--- config.mk ---
export PLATFORM = sky130hd
export DESIGN_NAME = wrr_pop_scheduler_flat
export DESIGN_NICKNAME = d
export VERILOG_FILES = /design/src/rtl/wrr_pop_scheduler_if.sv /design/src/rtl/wrr_pop_scheduler.sv /design/src/flat_wrapper.sv
export SDC_FILE = /design/constraint.sdc
export NUM_CORES = 1
export LEC_CHECK = 0
export CELL_PAD_IN_SITES_DETAIL_PLACEMENT = 1
export CELL_PAD_IN_SITES_GLOBAL_PLACEMENT = 1
export CORE_MARGIN = 4
export CORE_UTILIZATION = 35
export DETAILED_ROUTE_END_ITERATION = 7
export PLACE_DENSITY_LB_ADDON = 0.1
export SYNTH_ARGS = -nofsm -noshare
export SYNTH_HDL_FRONTEND = slang
export SYNTH_SLANG_ARGS = --single-unit
--- constraint.sdc ---
create_clock -name clk -period 5.12 [get_ports clk]
set_input_delay 0.768 -clock clk [delete_from_list [all_inputs] [get_ports clk]]
set_output_delay 0.768 -clock clk [all_outputs]
set_load 0.02 [all_outputs]
--- src/rtl/wrr_pop_scheduler_if.sv ---
// Queue-side and downstream-side signals of the WRR pop scheduler.
// master = scheduler, slave = FIFO bank plus downstream consumer.
interface wrr_pop_scheduler_if #(
    parameter int QUEUE_QUANTITY = 4,
    parameter int DATA_BITS      = 8
);
    localparam int QID_BITS = $clog2(QUEUE_QUANTITY);

    logic [QUEUE_QUANTITY-1:0]           buf_empty;
    logic [QUEUE_QUANTITY*DATA_BITS-1:0] fifo_data;
    logic [QUEUE_QUANTITY-1:0]           pop;
    logic [DATA_BITS-1:0]                out_data;
    logic [QID_BITS-1:0]                 out_qid;
    logic                                out_valid;
    logic                                out_ready;

    modport master (
        input  buf_empty,
        input  fifo_data,
        input  out_ready,
        output pop,
        output out_data,
        output out_qid,
        output out_valid
    );

    modport slave (
        output buf_empty,
        output fifo_data,
        output out_ready,
        input  pop,
        input  out_data,
        input  out_qid,
        input  out_valid
    );
endinterface

--- src/rtl/wrr_pop_scheduler.sv ---
// Weighted round-robin pop scheduler over first-word-fall-through FIFOs,
// with a one-word registered output stage.
module wrr_pop_scheduler #(
    parameter int QUEUE_QUANTITY = 4,
    parameter int DATA_BITS      = 8,
    parameter int WEIGHT_BITS    = 3
) (
    input  logic                              clk,
    input  logic                              rst,
    input  logic                              enb,
    input  logic                              cfg_we,
    input  logic [$clog2(QUEUE_QUANTITY)-1:0] cfg_addr,
    input  logic [WEIGHT_BITS-1:0]            cfg_weight,
    wrr_pop_scheduler_if.master               bus
);
    localparam int QB = $clog2(QUEUE_QUANTITY);

    logic [WEIGHT_BITS-1:0]    weight [QUEUE_QUANTITY];
    logic [QB-1:0]             cur;
    logic [WEIGHT_BITS-1:0]    cnt;

    logic [QUEUE_QUANTITY-1:0] eligible;
    logic                      load;
    logic                      found;
    logic                      fire;
    logic [QB-1:0]             sel;
    logic [QB-1:0]             idx;
    logic [WEIGHT_BITS-1:0]    cnt_new;
    logic                      burst_done;
    logic [DATA_BITS-1:0]      head;

    always_comb begin
        for (int i = 0; i < QUEUE_QUANTITY; i++) begin
            eligible[i] = ~bus.buf_empty[i] & (weight[i] != '0);
        end
    end

    // rst is folded in so nothing is popped during the reset cycle
    assign load = enb & (~bus.out_valid | bus.out_ready) & ~rst;

    // Descending scan so the nearest queue after cur is the last to win
    always_comb begin
        found = 1'b0;
        sel   = cur;
        idx   = cur;
        if (eligible[cur] && (cnt < weight[cur])) begin
            found = 1'b1;
        end else begin
            for (int k = QUEUE_QUANTITY - 1; k >= 1; k--) begin
                idx = cur + QB'(k);
                if (eligible[idx]) begin
                    found = 1'b1;
                    sel   = idx;
                end
            end
        end
    end

    assign fire = load & found;

    always_comb begin
        bus.pop = '0;
        if (fire) begin
            bus.pop[sel] = 1'b1;
        end
    end

    always_comb begin
        head = '0;
        for (int i = 0; i < QUEUE_QUANTITY; i++) begin
            if (sel == QB'(i)) begin
                head = bus.fifo_data[i*DATA_BITS +: DATA_BITS];
            end
        end
    end

    // sel equals cur only when the burst continues, so cnt+1 <= weight
    assign cnt_new    = (sel == cur) ? cnt + 1'b1 : WEIGHT_BITS'(1);
    assign burst_done = cnt_new >= weight[sel];

    always_ff @(posedge clk) begin
        if (rst) begin
            cur <= '0;
            cnt <= '0;
        end else if (fire) begin
            if (burst_done) begin
                cur <= sel + 1'b1;
                cnt <= '0;
            end else begin
                cur <= sel;
                cnt <= cnt_new;
            end
        end
    end

    always_ff @(posedge clk) begin
        if (rst) begin
            for (int i = 0; i < QUEUE_QUANTITY; i++) begin
                weight[i] <= WEIGHT_BITS'(1);
            end
        end else if (cfg_we && enb) begin
            weight[cfg_addr] <= cfg_weight;
        end
    end

    always_ff @(posedge clk) begin
        if (rst) begin
            bus.out_valid <= 1'b0;
            bus.out_data  <= '0;
            bus.out_qid   <= '0;
        end else if (fire) begin
            bus.out_valid <= 1'b1;
            bus.out_data  <= head;
            bus.out_qid   <= sel;
        end else if (bus.out_valid && bus.out_ready) begin
            bus.out_valid <= 1'b0;
        end
    end

endmodule

--- src/flat_wrapper.sv ---
// flat-port wrapper written by rule: the top's interface ports become plain ports
module wrr_pop_scheduler_flat 
#(
    parameter int QUEUE_QUANTITY = 4,
    parameter int DATA_BITS      = 8,
    parameter int WEIGHT_BITS    = 3
)
  (clk, rst, enb, cfg_we, cfg_addr, cfg_weight, bus_buf_empty, bus_fifo_data, bus_out_ready, bus_pop, bus_out_data, bus_out_qid, bus_out_valid);
  wrr_pop_scheduler_if #(.QUEUE_QUANTITY(QUEUE_QUANTITY), .DATA_BITS(DATA_BITS)) bus_i ();
  input  logic clk;
  input  logic rst;
  input  logic enb;
  input  logic cfg_we;
  input  logic [$clog2(QUEUE_QUANTITY)-1:0] cfg_addr;
  input  logic [WEIGHT_BITS-1:0] cfg_weight;
  input wire logic [$bits(bus_i.buf_empty)-1:0] bus_buf_empty;
  input wire logic [$bits(bus_i.fifo_data)-1:0] bus_fifo_data;
  input wire logic [$bits(bus_i.out_ready)-1:0] bus_out_ready;
  output wire logic [$bits(bus_i.pop)-1:0] bus_pop;
  output wire logic [$bits(bus_i.out_data)-1:0] bus_out_data;
  output wire logic [$bits(bus_i.out_qid)-1:0] bus_out_qid;
  output wire logic [$bits(bus_i.out_valid)-1:0] bus_out_valid;
  assign bus_i.buf_empty = bus_buf_empty;
  assign bus_i.fifo_data = bus_fifo_data;
  assign bus_i.out_ready = bus_out_ready;
  assign bus_pop = bus_i.pop;
  assign bus_out_data = bus_i.out_data;
  assign bus_out_qid = bus_i.out_qid;
  assign bus_out_valid = bus_i.out_valid;
  wrr_pop_scheduler #(.QUEUE_QUANTITY(QUEUE_QUANTITY), .DATA_BITS(DATA_BITS), .WEIGHT_BITS(WEIGHT_BITS)) u_core (.clk(clk), .rst(rst), .enb(enb), .cfg_we(cfg_we), .cfg_addr(cfg_addr), .cfg_weight(cfg_weight), .bus(bus_i));
endmodule
Yosys cells after proc, flatten, opt, wreduce, memory -nomap -nowiden
Memories as Yosys holds them, arrays and structs flattened. A register that Yosys moved wholly into a read port is not among the register bits.
Index checks and enable logic that the tools add are counted.
{ "classes": {"n_addsub": 5, "magnitude_cmp": 8, "n_eq_ne": 4, "n_mux": 38, "n_bitwise": 14, "reduce_logical": 11} }
{ "op_table": {"columns": ["operator", "n"], "rows": [
  ["2-to-1 mux 8 bit", 4],
  ["2-to-1 mux 1 bit", 17],
  ["2-to-1 mux 2 bit", 8],
  ["less-than comparator 2 x 3 -> 1 bit (second input constant)", 5],
  ["nonzero test 3 bit", 4],
  ["2-to-1 mux 3 bit", 3],
  ["binary-select mux 1 bit (select 2 bit)", 4],
  ["AND 1 bit", 7],
  ["NOT 1 bit", 6],
  ["adder 2 x 1 -> 2 bit (second input constant)", 2],
  ["adder 2 bit (second input constant)", 2],
  ["== test 2 bit (second input constant)", 2],
  ["logical AND 1 bit", 4],
  ["2-to-1 mux 4 bit", 1],
  ["adder 3 x 1 -> 3 bit (second input constant)", 1],
  [">= comparator 3 bit", 1],
  ["less-than comparator 3 bit", 1],
  ["OR reduction 3 bit", 1],
  ["demux 1 bit (select 2 bit)", 1],
  ["== test 2 x 1 -> 1 bit (second input constant)", 1],
  ["== test 2 bit", 1],
  [">= comparator 2 x 1 -> 1 bit (second input constant)", 1],
  ["zero test 2 bit", 1],
  ["nonzero test 2 bit", 1],
  ["OR 1 bit", 1]
]} }
{ "totals": {"reg_bits": 16, "ram_bits": 12, "input_bits": 46, "out_inout_bits": 15, "memories": 1} }
{ "memory_table": {"columns": ["memory", "words", "width", "rd", "rd_ports_with_merged_regs", "write_ports", "line_no", "text"], "rows": [
  ["u_core.weight", 4, 3, 6, 1, 4, "wrr_pop_scheduler.sv:18", "logic [WEIGHT_BITS-1:0] weight [QUEUE_QUANTITY];"]
]} }

Longest topological paths before layout
{ "depth": {"ltp_word": 14, "mapped_depth": 18, "depth_no_buf": 16} }

Worst setup path after synthesis
OpenSTA, ideal clock, no wires.
{ "synth_timing": {"path_kind": "flip-flop to flip-flop", "start": "reg (tool-made name)", "end": "reg (tool-made name)", "setup_ns": 0.077, "arrival_ns": 3.758, "required_time_ns": 5.043, "setup_slack_ns": 1.285, "path_stages_with_launch": 18, "cell_sequence": "dfxtp_1 > mux4_2 > inv_1 > ha_1 > or4_1 > o211ai_2 > nand2_2 > mux2_4 > buf_6 > a21oi_1 > a22oi_1 > ha_1 > nand2b_1 > a21o_1 > a21oi_1 > xor2_1 > or3_1 > a21oi_1"} }

Worst setup path after layout
{ "layout_timing": {"start": "in bus_buf_empty[0]", "end": "out bus_pop[2]"} }
{ "layout_via": {"elab_chain_cells": 13, "elab_cells_between_ends": 26} }
{ "layout_rtl": {"columns": ["element", "line_no", "text"], "rows": [
  ["from (decl)", "flat_wrapper.sv:16", "input wire logic [$bits(bus_i.buf_empty)-1:0] bus_buf_empty;"],
  ["NOT 1 bit *", "wrr_pop_scheduler.sv:34", "eligible[i] = ~bus.buf_empty[i] & (weight[i] != '0);"],
  ["AND 1 bit *", "wrr_pop_scheduler.sv:34", null],
  ["binary-select mux 1 bit (select 2 bit)", "wrr_pop_scheduler.sv:51", "if (eligible[idx]) begin"],
  ["2-to-1 mux 1 bit (not written as such)", "wrr_pop_scheduler.sv:51", null],
  ["2-to-1 mux 2 bit (3 in a row)", "wrr_pop_scheduler.sv:51", null],
  ["2-to-1 mux 2 bit", "wrr_pop_scheduler.sv:46", "if (eligible[cur] && (cnt < weight[cur])) begin"],
  ["less-than comparator 2 x 3 -> 1 bit (not written as such) or >= comparator 2 x 1 -> 1 bit (tied branches)", "wrr_pop_scheduler.sv:64", "bus.pop[sel] = 1'b1;"],
  ["logical AND 1 bit (not written as such)", "wrr_pop_scheduler.sv:64", null],
  ["2-to-1 mux 1 bit (not written as such)", "wrr_pop_scheduler.sv:64", null],
  ["demux 1 bit (select 2 bit)", null, null],
  ["2-to-1 mux 4 bit *", "wrr_pop_scheduler.sv:63", "if (fire) begin"],
  ["to (decl)", "flat_wrapper.sv:19", "output wire logic [$bits(bus_i.pop)-1:0] bus_pop;"]
]} }
Mark *: on every way between the ends. The rest lies on a longest branch, timed or not. The select of a mux whose other input is x is not followed.

==> results by group <==
Finish
  – Sequential cell area: 721 sq um
  – Area of the multi-input gates: 0.00128 sq mm
  – Layout fillers: 704
  – Final std cells w/o fill: 374
  – # nets final: 354
  – ANT cells: 0
  – P&R area growth vs syn: 36.1%
  – Share of layout cells above drive strength 1: 0.0970

Detailed routing
  – WL/cell: 16.3 microns
  – Vias: 1966
  – Drt pass-1 iters: 4
  – ANT nets after route: 0
  – Initial drt markers: 86
  – Final wirelength: 6110 microns
  – Drc violations: 0
  – Via density: 5.26

Clocking
  – Post-CTS Hold Buffers: 0
  – Worst-path clk slew: 70 ps
  – CTS tree: built
  – Worst-Skew Late Latency: 290 ps
  – Root buffer cell: clkbuf_8
  – TritonCTS buffer count: 5
  – Number of post-CTS setup repair buffers: 0
  – CTS resizes: 0
  – H-tree depth: 2
  – CTS Buffer Depth: 2
  – Num Clock Sinks: 30

STA
  – Number of hold violations in the final report: 0
  – Worst-Margin Slew: 583 ps
  – F_max: 0.206 GHz
  – Slew Viols, Final: 0
  – Post-layout minimum cycle time: 4850 ps
  – Final Setup Violations: 0
  – WHS: 477 ps
  – RSZ-0062 raised after global routing: false
  – Relative slew slack: 0.611
  – Tcrit/Tclk final: 0.948
  – Final worst setup slack: 268 ps
  – Setup TNS: 0 ps
  – Setup Skew: 14.1 ps

Setup path
  – Flop-to-flop setup slack: 790 ps
  – Critical Path AT: 4080 ps
  – Worst R2R End: u_core.cnt[2]$_SDFFE_PP0P_
  – Most used cell, CP: clkdlybuf4s50_1
  – Buf/Inv on CP: 3
  – Slowest CP cell: clkdlybuf4s50_1
  – CP Data Required Time: 4350 ps
  – Critical Path, Cell by Cell: clkdlybuf4s50_1 -> or3_1 -> o32a_1 -> a31oi_4 -> a211oi_2 -> xnor2_2 -> ha_1 -> inv_1 -> nor2_1 -> clkdlybuf4s50_1
  – Slowest stage delay, CP: 620 ps
  – CP Launch Type: input pin
  – CP max FO: 10
  – Type of destination of the critical path: primary output
  – CP Launch Point: bus_buf_empty[0]
  – R2R cell count: 17
  – Critical path class: in -> out
  – Cell family with most CP delay: buffers and inverters

GRT
  – Largest net degree at the start of global routing: 23
  – Initial antenna violation count: 0
  – Vias in the first global route: 1978
  – First-pass GRT wire length: 9870 microns
  – Total grt overflow: 0
  – Total GRT Usage: 0.171

Pwr
  – P_leak: 0.00112 uW
  – Pwr Density: 504 mW/mm^2
  – Total Power: 1450 uW
  – IR drop worst, VDD: 220 uV

Yosys
  – Post-Syn Nets: 293
  – Syn avg cell area: 8.93 sq um
  – Synth unique cells: 56
  – Yosys warning count: 0
  – Seq cells post-synth: 30
  – Asr flop ratio synth: 0
  – Register area share after synthesis: 0.340
  – Post-Syn Area: 0.00212 sq mm
  – Post-synth top flop: dfxtp_1
  – Number of synthesized flops with an enable pin: 12
  – Synth Instances: 237

Worst hold path
  – Worst hold path class: reg -> reg
  – HP Start: u_core.bus.out_qid[0]$_SDFFE_PP0P_
  – WHS Endpoint: u_core.bus.out_qid[0]$_SDFFE_PP0P_
  – Hold path depth: 2

Floorplan
  – Die Wd: 85.8 microns
  – Die height: 85.8 microns
  – Initial Util: 0.360
  – FP Rows: 28
  – Io pins: 61
  – Die ar.: 0.00736 sq mm
  – Core ar.: 0.00589 sq mm

Placement
  – Cell total after placement: 366
  – Post-DP HPWL: 4870 microns
  – Placer congestion estimate: 0.773
  – Post-Place Worst Slack: 320 ps
  – Port Buffer Count: 60

Outcome
  – Status: finished, final reports clean

Run
  – Max-Cap Viols: 0
[sequential cells by signal (all words and copies together) (netlist names), named ones only]
| signal | cells |
|---|---|
| u_core.weight | 12 |
| u_core.bus.out_data | 8 |
| u_core.cnt | 3 |
| u_core.bus.out_qid | 2 |
| u_core.cur | 2 |
| u_core.bus.out_valid | 1 |
[worst max path at each step]
stage	endpoint	slack [ps]	cells past startpoint
2_1_floorplan	flip-flop	1280	17
3_5_place_dp	bus_pop[2]	320	10
6_report	bus_pop[2]	270	10
3_3_place_gp	bus_pop[2]	400	10
4_1_cts	bus_pop[2]	280	10
5_1_grt	bus_pop[2]	30	10
[metrics by stage]
stage / area, sq um / util
4_1_cts: 2880 / 0.489
6_report: 2880 / 0.489
3_3_place_gp: 2790 / 0.473
2_1_floorplan: 2120 / -
3_5_place_dp: 2790 / 0.473
5_1_grt: 2880 / 0.489
[logic make-up (layout without fill, tap and decap cells)]
logic type               count (synthesis)  in the layout  synth area share
AND/OR/NAND/NOR                         87             87             0.215
AO/OA/AOI/OAI                           64             64             0.216
flip-flops                              30             30             0.340
buffers and inverters                   25             87            0.0544
multiplexers                            18             18            0.0993
adder cells (fa/ha/maj)                 10             10            0.0591
XOR/XNOR                                 3              3            0.0160
[layout make-up]
cell class | count | share of cell area
inverter | 14 | 0.0182
multi-input combinational | 182 | 0.445
sequential | 30 | 0.250
clock buffer | 6 | 0.0287
tap | 75 | 0.0326
timing repair buffer | 65 | 0.222
clock inverter | 2 | 0.00391
[worst register-to-register path, stage by stage (launching register included)]
cell and delay, ps:
dfxtp_1 370, mux4_2 350, inv_1 40, ha_1 210, or4_1 520, o211ai_2 130
a211oi_2 150, xnor2_2 470, a21oi_1 120, a22oi_1 260, ha_1 270, nand2b_1 150
a21o_1 170, a21oi_1 360, buf_4 200, nand3_1 70, or3_1 320, o21ai_0 90
[per-layer routing]
metal | up-vias | global-route usage | wire, microns
li1 | 986 | - | -
met1 | 932 | 0.234 | 2950
met2 | 39 | 0.268 | 2860
met3 | 9 | 0.0346 | 207
met4 | 0 | 0.0619 | 83
met5 | - | 0 | 0
[power breakdown]
part	switching (uW)	leakage [uW]	internal, uW	total (uW)
clock	97.0	0.0000515	108	205
combinational	489	0.000805	411	900
sequential	53.3	0.000264	292	345
total	639	0.00112	811	1450
[Yosys cell counts, drive strengths merged, types with 2 or more instances]
| cell | number | area [sq um] |
|---|---|---|
| a221o | 7 | 70.1 |
| mux4 | 2 | 45.0 |
| a21oi | 11 | 58.8 |
| ha | 10 | 125 |
| dfxtp | 18 | 360 |
| nand2b | 11 | 68.8 |
| or3 | 6 | 37.5 |
| inv | 14 | 52.6 |
| a21o | 2 | 15.0 |
| nor3 | 6 | 40.0 |
| or4 | 2 | 15.0 |
| xnor2 | 2 | 25.0 |
| mux2i | 15 | 150 |
| and2 | 5 | 31.3 |
| nand3 | 4 | 20.0 |
| nand2 | 16 | 62.6 |
| buf | 5 | 40.0 |
| clkbuf | 6 | 22.5 |
| a211oi | 4 | 35.0 |
| o211ai | 2 | 20.0 |
| a22o | 2 | 17.5 |
| o21ai | 23 | 119 |
| or2 | 5 | 31.3 |
| nand3b | 2 | 15.0 |
| edfxtp | 12 | 360 |
| nor2 | 24 | 90.1 |
| a31oi | 2 | 27.5 |
| nor4 | 2 | 12.5 |
| o32ai | 2 | 17.5 |
[cell usage in the layout, fill, tap and decap left out, types with 6 or more instances in the layout]
master           netlist  layout
a21oi_1               10      10
a221o_1                7       7
clkbuf_8               0       6
clkdlybuf4s50_1        0      60
dfxtp_1               18      18
edfxtp_1              12      12
ha_1                  10      10
inv_1                 14      14
mux2i_1               15      15
nand2_1               15      15
nand2b_1              11      11
nor2_1                24      24
o21ai_0               21      21
or3_1                  6       6
Note: power is estimated with default switching activity, not from simulation.
